### src/rtl/data_ram_arb_pkg.sv
// data_ram_arb_pkg
//   Shared types and defaults for the data RAM arbiter.
//   - arb_state_e : arbiter FSM states (IDLE, LOCKED)
//   - port_e      : requester ids used by the round-robin "last" flag
//   - DEF_ADDR_W / DEF_DATA_W : default RAM geometry
package data_ram_arb_pkg;

  localparam int DEF_ADDR_W = 16;
  localparam int DEF_DATA_W = 8;

  typedef enum logic {
    IDLE   = 1'b0,
    LOCKED = 1'b1
  } arb_state_e;

  typedef enum logic {
    PORT_CPU  = 1'b0,
    PORT_HOST = 1'b1
  } port_e;

endpackage

### src/rtl/data_ram_arbiter_lock_timer.sv
// lock_timer
//   Session length counter for a host lock. Loaded to 1 on the lock entry
//   edge, incremented on each enabled LOCKED edge that does not end the
//   session. o_tc flags the last allowed LOCKED cycle (count == BURST_MAX-1).
// Ports:
//   i_clk, i_reset : clock, synchronous active-high reset
//   i_load         : start a session (count <- 1)
//   i_inc          : advance the session count
//   o_tc           : terminal count reached
module lock_timer #(
  parameter int BURST_MAX = 16
) (
  input  logic i_clk,
  input  logic i_reset,
  input  logic i_load,
  input  logic i_inc,
  output logic o_tc
);

  localparam logic [7:0] TC = 8'(BURST_MAX - 1);

  logic [7:0] r_cnt;

  always_ff @(posedge i_clk) begin
    if (i_reset)     r_cnt <= 8'd0;
    else if (i_load) r_cnt <= 8'd1;
    else if (i_inc)  r_cnt <= r_cnt + 8'd1;
  end

  assign o_tc = (r_cnt == TC);

endmodule

### src/rtl/data_ram_arbiter.sv
// data_ram_arbiter
//   Shares the single-port data RAM between the CPU data port and the host
//   loader port. Round-robin per access in IDLE; the host may take a bounded
//   exclusive lock (LOCKED) for bursts. Read responses return one cycle after
//   the grant and are steered back to the issuing port by a per-port tag.
// Ports:
//   clk_in, reset            : clock, synchronous active-high reset
//   enable                   : low = no grants, arbitration state frozen
//   cpu_*  (req/we/addr/wdata -> gnt/rvalid/rdata) : CPU port
//   host_* (req/we/lock/addr/wdata -> gnt/rvalid/rdata) : host port
//   data_w/addr_data_ram/din_data_ram -> RAM, dout_data_ram <- RAM
//   busy                     : high while LOCKED
module data_ram_arbiter
  import data_ram_arb_pkg::*;
#(
  parameter int ADDR_W    = DEF_ADDR_W,
  parameter int DATA_W    = DEF_DATA_W,
  parameter int BURST_MAX = 16
) (
  input  logic              clk_in,
  input  logic              reset,
  input  logic              enable,
  input  logic              cpu_req,
  input  logic              cpu_we,
  input  logic [ADDR_W-1:0] cpu_addr,
  input  logic [DATA_W-1:0] cpu_wdata,
  output logic              cpu_gnt,
  output logic              cpu_rvalid,
  output logic [DATA_W-1:0] cpu_rdata,
  input  logic              host_req,
  input  logic              host_we,
  input  logic              host_lock,
  input  logic [ADDR_W-1:0] host_addr,
  input  logic [DATA_W-1:0] host_wdata,
  output logic              host_gnt,
  output logic              host_rvalid,
  output logic [DATA_W-1:0] host_rdata,
  output logic              data_w,
  output logic [ADDR_W-1:0] addr_data_ram,
  output logic [DATA_W-1:0] din_data_ram,
  input  logic [DATA_W-1:0] dout_data_ram,
  output logic              busy
);

  arb_state_e r_state;
  port_e      r_last;
  logic [1:0] r_rtag;   // [0] CPU read outstanding, [1] host read outstanding

  logic w_run;
  logic w_cpu_gnt;
  logic w_host_gnt;
  logic w_lock_entry;
  logic w_lock_exit;
  logic w_lock_inc;
  logic w_tc;

  assign w_run = enable & ~reset;

  // Grants are combinational so the RAM sees the access in the request cycle.
  always_comb begin
    w_cpu_gnt  = 1'b0;
    w_host_gnt = 1'b0;
    if (w_run) begin
      if (r_state == LOCKED) begin
        w_host_gnt = host_req;
      end else if (cpu_req && host_req) begin
        // Tie: the port that was not served last wins.
        if (r_last == PORT_HOST) w_cpu_gnt  = 1'b1;
        else                     w_host_gnt = 1'b1;
      end else begin
        w_cpu_gnt  = cpu_req;
        w_host_gnt = host_req;
      end
    end
  end

  // RAM mux; grants are mutually exclusive so priority order is irrelevant.
  always_comb begin
    data_w        = 1'b0;
    addr_data_ram = '0;
    din_data_ram  = '0;
    if (w_cpu_gnt) begin
      data_w        = cpu_we;
      addr_data_ram = cpu_addr;
      din_data_ram  = cpu_wdata;
    end else if (w_host_gnt) begin
      data_w        = host_we;
      addr_data_ram = host_addr;
      din_data_ram  = host_wdata;
    end
  end

  // Lock session control. The session ends on the first LOCKED edge where the
  // host drops its lock or the timer reaches its terminal count, whether or
  // not the host is actually accessing the RAM, which bounds the CPU stall.
  assign w_lock_entry = (r_state == IDLE) && w_host_gnt && host_lock;
  assign w_lock_exit  = (r_state == LOCKED) && (!host_lock || w_tc);
  assign w_lock_inc   = w_run && (r_state == LOCKED) && !w_lock_exit;

  lock_timer #(
    .BURST_MAX (BURST_MAX)
  ) u_lock_timer (
    .i_clk   (clk_in),
    .i_reset (reset),
    .i_load  (w_lock_entry),
    .i_inc   (w_lock_inc),
    .o_tc    (w_tc)
  );

  always_ff @(posedge clk_in) begin
    if (reset) begin
      r_state <= IDLE;
      r_last  <= PORT_HOST;
      r_rtag  <= 2'b00;
    end else begin
      // Read tags track the RAM's one-cycle latency; they run even when
      // disabled so an in-flight response is still delivered.
      r_rtag <= {w_host_gnt & ~host_we, w_cpu_gnt & ~cpu_we};
      if (enable) begin
        if (w_cpu_gnt)       r_last <= PORT_CPU;
        else if (w_host_gnt) r_last <= PORT_HOST;
        case (r_state)
          IDLE: begin
            if (w_lock_entry) r_state <= LOCKED;
          end
          LOCKED: begin
            if (w_lock_exit) begin
              r_state <= IDLE;
              r_last  <= PORT_HOST;   // CPU gets the first tie after a session
            end
          end
          default: r_state <= IDLE;
        endcase
      end
    end
  end

  assign cpu_gnt     = w_cpu_gnt;
  assign host_gnt    = w_host_gnt;
  assign cpu_rvalid  = r_rtag[0] & ~reset;
  assign host_rvalid = r_rtag[1] & ~reset;
  assign cpu_rdata   = cpu_rvalid  ? dout_data_ram : '0;
  assign host_rdata  = host_rvalid ? dout_data_ram : '0;
  assign busy        = (r_state == LOCKED) & ~reset;

endmodule
### config.mk
export PLATFORM = sky130hd
export DESIGN_NAME = data_ram_arbiter
export DESIGN_NICKNAME = d
export VERILOG_FILES = /design/src/rtl/data_ram_arb_pkg.sv /design/src/rtl/data_ram_arbiter_lock_timer.sv /design/src/rtl/data_ram_arbiter.sv
export SDC_FILE = /design/constraint.sdc
export NUM_CORES = 1
export LEC_CHECK = 0
export BUFFER_PORTS_ARGS = -buffer_cell sky130_fd_sc_hd__buf_2
export CAP_MARGIN = 20
export CORE_MARGIN = 3
export CORE_UTILIZATION = 36
export CTS_CLUSTER_DIAMETER = 80
export DETAILED_ROUTE_END_ITERATION = 8
export HOLD_SLACK_MARGIN = 0.15
export PLACE_DENSITY = 0.79
export SYNTH_ARGS = -nofsm -noshare
export SYNTH_HDL_FRONTEND = slang
export SYNTH_SLANG_ARGS = --single-unit
### constraint.sdc
create_clock -name clk_in -period 2 [get_ports clk_in]
set_input_delay 0.3 -clock clk_in [delete_from_list [all_inputs] [get_ports clk_in]]
set_output_delay 0.3 -clock clk_in [all_outputs]
set_load 0.005 [all_outputs]
-- After elaboration in Yosys (flattened, before gate mapping)
Cells that the tools add are included.
- $add $sub $neg: 1
- reductions and logical operators: 11
- muxes and demuxes: 25
- equality and inequality tests: 1
- bitwise gates (word level): 10
- operator list (kind ; count):
    2-to-1 mux 16 bit ; 2
    2-to-1 mux 8 bit ; 4
    2-to-1 mux 1 bit ; 18
    adder 8 x 1 -> 8 bit, second input constant ; 1
    == test 8 x 4 -> 1 bit, second input constant ; 1
    AND 1 bit ; 6
    logical AND 1 bit ; 6
    inverter 1 bit ; 4
    logical NOT 1 bit ; 2
    case mux 1 bit (2 select lines) ; 1
    nonzero test 2 bit ; 1
    OR reduction 2 bit ; 1
    logical OR 1 bit ; 1
- register bits after elaboration: 12
- input port bits: 64

-- Logic depth before layout (Yosys ltp)
- word-level depth: 8
- depth in mapped cells: 5
- mapped depth without buffers: 4

-- Cells and area by module
A second synthesis with hierarchy kept.
- cell total of the unflattened synthesis: 114
- area, all modules: 997.2 µm²
- by module, submodules not included (module ; sequential area each (µm²) ; area each (µm²) ; cells an instance ; times used):
    data_ram_arbiter ; 80.1 ; 628.1 ; 71 ; 1
    lock_timer ; 160.2 ; 369.1 ; 43 ; 1

-- Least setup slack after synthesis
No wires, ideal clock.
- kind: reg2out
- from: register r_state
- to: output addr_data_ram[10]
- arrival time: 1391 ps
- cell stages (with the launch flop): 5
- path slack: 309 ps
- required time: 1700 ps
- path through: dfxtp_1 -> nand2b_4 -> a2111oi_4 -> buf_6 -> a22o_2
- RTL lines (what ; line ; source):
    start: declaration ; data_ram_arbiter.sv:45 ; arb_state_e r_state;
    start signal: assignment ; data_ram_arbiter.sv:112 ; r_state <= IDLE;
    start signal: assignment ; data_ram_arbiter.sv:124 ; if (w_lock_entry) r_state <= LOCKED;
    start signal: assignment ; data_ram_arbiter.sv:128 ; r_state <= IDLE;
    2-to-1 mux 1 bit ; data_ram_arbiter.sv:64 ; if (r_state == LOCKED) begin
    2-to-1 mux 1 bit ; data_ram_arbiter.sv:63 ; if (w_run) begin
    named net cpu_gnt ; data_ram_arbiter.sv:27 ; output logic cpu_gnt,
    2-to-1 mux 16 bit ; data_ram_arbiter.sv:82 ; if (w_cpu_gnt) begin
    end: declaration ; data_ram_arbiter.sv:39 ; output logic [ADDR_W-1:0] addr_data_ram,
The timed path passes the listed nets, and every way through them passes these cells.

-- Worst setup path in the final report
- from: register r_state
- to: output addr_data_ram[11]
- cells in the longest elaborated chain, start to end: 4
- ends and longest elaborated chain (what ; line ; source):
    2-to-1 mux 1 bit ; data_ram_arbiter.sv:64 ;
    2-to-1 mux 1 bit ; data_ram_arbiter.sv:63 ;
    2-to-1 mux 16 bit ; data_ram_arbiter.sv:86 ; end else if (w_host_gnt) begin
    2-to-1 mux 16 bit (*) ; data_ram_arbiter.sv:82 ;
Every way passes the cells marked *; elsewhere a longest branch is shown, timed or not.

==> summary.md <==
| Metric | Value |
|---|---|
| Status | `finished, final reports clean` |
| Remaining global-route overflow | `0` |
| Reg2reg setup slack | `roughly 530 ps` |
| RR Startpoint | `r_state` |
| First-pass GRT wire length | `~5.4 mm` |
| Post-synth EDFFs | `0` |
| Synth async-reset ratio | `0` |
| DP Area | `about 0.0017 mm^2` |
| Worst skew pair latency | `roughly 270 ps` |
| Layout cells sized above 1 | `0.533` |
| Switching Fraction | `0.282` |
| Final setup fails | `0` |
| DRC | `0` |
| Slew headroom | `0.593` |
| Leakage | `about 0.96 nW` |
| ANT nets after route | `0` |
| Avg Inst Size Synth | `~8.3 um^2` |
| Register share of total power | `0.414` |
| Unrepaired setup endpoints after global routing | `true` |
| Sequential fraction of the synthesis area | `0.215` |
| Initial antenna violation count | `0` |
| Critical Path Sink Type | `primary output` |
| Die ar. | `about 0.0038 mm^2` |
| Clock transition at path regs | `~70 ps` |
| Top FF cell, synth | `dfxtp_1` |
| Yosys cell types | `38` |
| WHS | `roughly 200 ps` |
| 1st-iter DRT viols | `a little under 50` |
| Setup crit start | `r_state` |
| Syn-to-layout area delta | `60.1%` |
| Core Box Area | `0.00285 mm^2` |
| Drt wl/cell | `~14 um` |
| Register area | `approximately 240 um^2` |
| Finished Cell Area | `~0.0018 mm^2` |
| PortBufs | `between 100 and 150` |
| Seq cells post-synth | `12` |
| Worst setup path end | `addr_data_ram[11]` |
| Cts hold-fix bufs | `0` |
| Commonest non-fill, non-tap cell in the layout | `buf_2` |
| # diodes | `0` |
| Post-route clock period utilization | `0.985` |
| Clk_skew | `roughly 2.3 ps` |
| Post-Route WL | `3.95 mm` |
| Final GP Congestion | `0.821` |
| Total CTS buffers | `3` |
| H-tree depth | `1` |
| DR pass1 iterations | `4` |
| P_sw | `168 uW` |
| Clock tree buffer depth | `2` |
| Fin nets | `roughly 300` |
| Fill count | `292` |
| Max Fclk | `0.508 GHz` |
| Max-cap violations | `0` |
| Die Ht | `around 60 um` |
| Yosys warning total | `0` |
| Fin crit period | `between 1500 and 2000 ps` |
| Cell Area, Synth | `approximately 0.0011 mm^2` |
| Placement Rows | `19` |
| Worst Hold Class | `in2reg` |
| PwrDens | `roughly 330 mW/mm^2` |
| Req. time, crit path | `around 1700 ps` |
| Fin. max-slew vios | `0` |
| Worst setup SP type | `flop` |
| Most frequent cells in the layout | `buf_2 (104), a22o_1 (18), and2_1 (17), dfxtp_1 (11), nor2b_1 (9)` |
| Final hold vios | `0` |
| Clock Tree Root | `clkbuf_4` |
| Largest net degree at the start of global routing | `28` |
| DP Wirelength | `3.13 mm` |
| GRT Resource Usage Total | `0.187` |
| Internal | `between 400 and 500 uW` |
| Vias per cell | `5.19` |
| Worst vdd ir | `about 0.00019 V` |
| Combinational share of power | `0.335` |
| Synth Instances | `approximately 130` |
| Worst path arrival time | `about 1700 ps` |
| Tot Pwr | `just under 600 uW` |
| Die Wd | `61.7 um` |
| Vias in the first global route | `1288` |
| Clock share of power | `0.251` |
| Clock Sinks | `12` |
| Reg2Reg Capture Point | `u_lock_timer.r_cnt[0]` |
| Initial Util | `0.391` |
| Top-level I/O count | `110` |
| TritonCTS clock tree | `yes` |
| Multi-input logic area | `~800 um^2` |
| Vias post-DR | `around 1400` |
| Syn nets | `just under 200` |
| Crit Path Category | `reg2out` |
| Slew @ Worst Pin | `just over 600 ps` |
| CP Max Fanout | `7` |
| Reg2Reg Depth | `4` |
==> routing by layer <==
metal | vias to the layer above | GRT usage | part of all wire
met5 | - | 0 | 0
met2 | 63 | 0.333 | 0.54
met3 | 5 | 0.0587 | 0.071
met1 | 619 | 0.215 | 0.38
met4 | 0 | 0.0455 | 0.0096
li1 | 731 | - | -
==> cells in the mapped netlist (3+ instances only) <==
library cell	number	area share
and2_1	17	0.095
inv_1	4	0.013
nor2_1	3	0.010
nand4_1	4	0.022
clkbuf_1	4	0.013
buf_2	4	0.018
nand2_1	3	0.010
mux2i_1	5	0.045
a21oi_1	3	0.013
a22o_1	18	0.14
dfxtp_1	12	0.22
nor2b_1	9	0.050
o21ai_0	8	0.036
a22o_2	7	0.063
==> area by class of cell <==
cell class	instances	share of cell area
multi-input combinational	107	0.447
timing repair buffer	116	0.373
sequential	12	0.137
tap	31	0.0217
clock buffer	3	0.0126
inverter	4	0.00840
==> per-stage QoR <==
stage               worst slack [ps]  setup TNS (ps)  utilization  instances
floorplan                        309               0            -        134
global placement                 296               0        0.584        265
detailed placement               286               0        0.584        265
CTS                             13.4               0        0.592        268
global route                   -51.8            -832        0.626        273
finish                          29.7               0        0.626        273
==> worst min path at each step <==
stage / slack (ps) / end / start / cells after the start
floorplan: 370 / r_rtag[1] / host_we / 1
global placement: 480 / r_rtag[1] / host_we / 2
detailed placement: 480 / r_rtag[1] / host_we / 2
CTS: 190 / r_rtag[1] / host_we / 2
global route: 200 / r_rtag[1] / host_we / 2
finish: 200 / r_rtag[1] / host_we / 2
==> registers in the layout, summed over array words and instances (netlist names) <==
| signal | cells |
|---|---|
| r_state | 1 |
| r_last | 1 |
| u_lock_timer.r_cnt | 8 |
| r_rtag | 2 |
==> logic make-up after synthesis <==
logic type / Yosys count / synth area share
adder cells (fa/ha/maj): 1 / 0.0112
flip-flops: 12 / 0.215
multiplexers: 5 / 0.0448
AND/OR/NAND/NOR: 51 / 0.293
AO/OA/AOI/OAI: 50 / 0.368
buffers and inverters: 15 / 0.0684
==> worst max-delay path, stage by stage, from the launching register on <==
cell       delay, ps
dfxtp_4          360
nand2b_4         140
a2111oi_4        320
buf_6            180
clkbuf_16        140
a22o_2           150
buf_6             90
==> what timing repair did <==
| item | 4_1_cts | 5_1_grt |
|---|---|---|
| buffers inserted | 0 | 3 |
| setup endpoints to repair | 25 | 25 |
| gates resized for setup | 0 | 8 |
| cloned | 0 | 2 |
| pin swaps | 1 | 7 |
| endpoints found under the hold margin | 0 | 0 |
==> power by group through the flow <==
| stage | logic (mW) | clock network [mW] | registers [mW] |
|---|---|---|---|
| global route | 0.220 | 0.164 | 0.246 |
| floorplan | 0.0798 | 0 | 0.252 |
| global placement | 0.178 | 0 | 0.252 |
| finish | 0.199 | 0.149 | 0.246 |
| CTS | 0.181 | 0.156 | 0.247 |
| detailed placement | 0.181 | 0 | 0.253 |
Power figures use the tool's default switching activity.
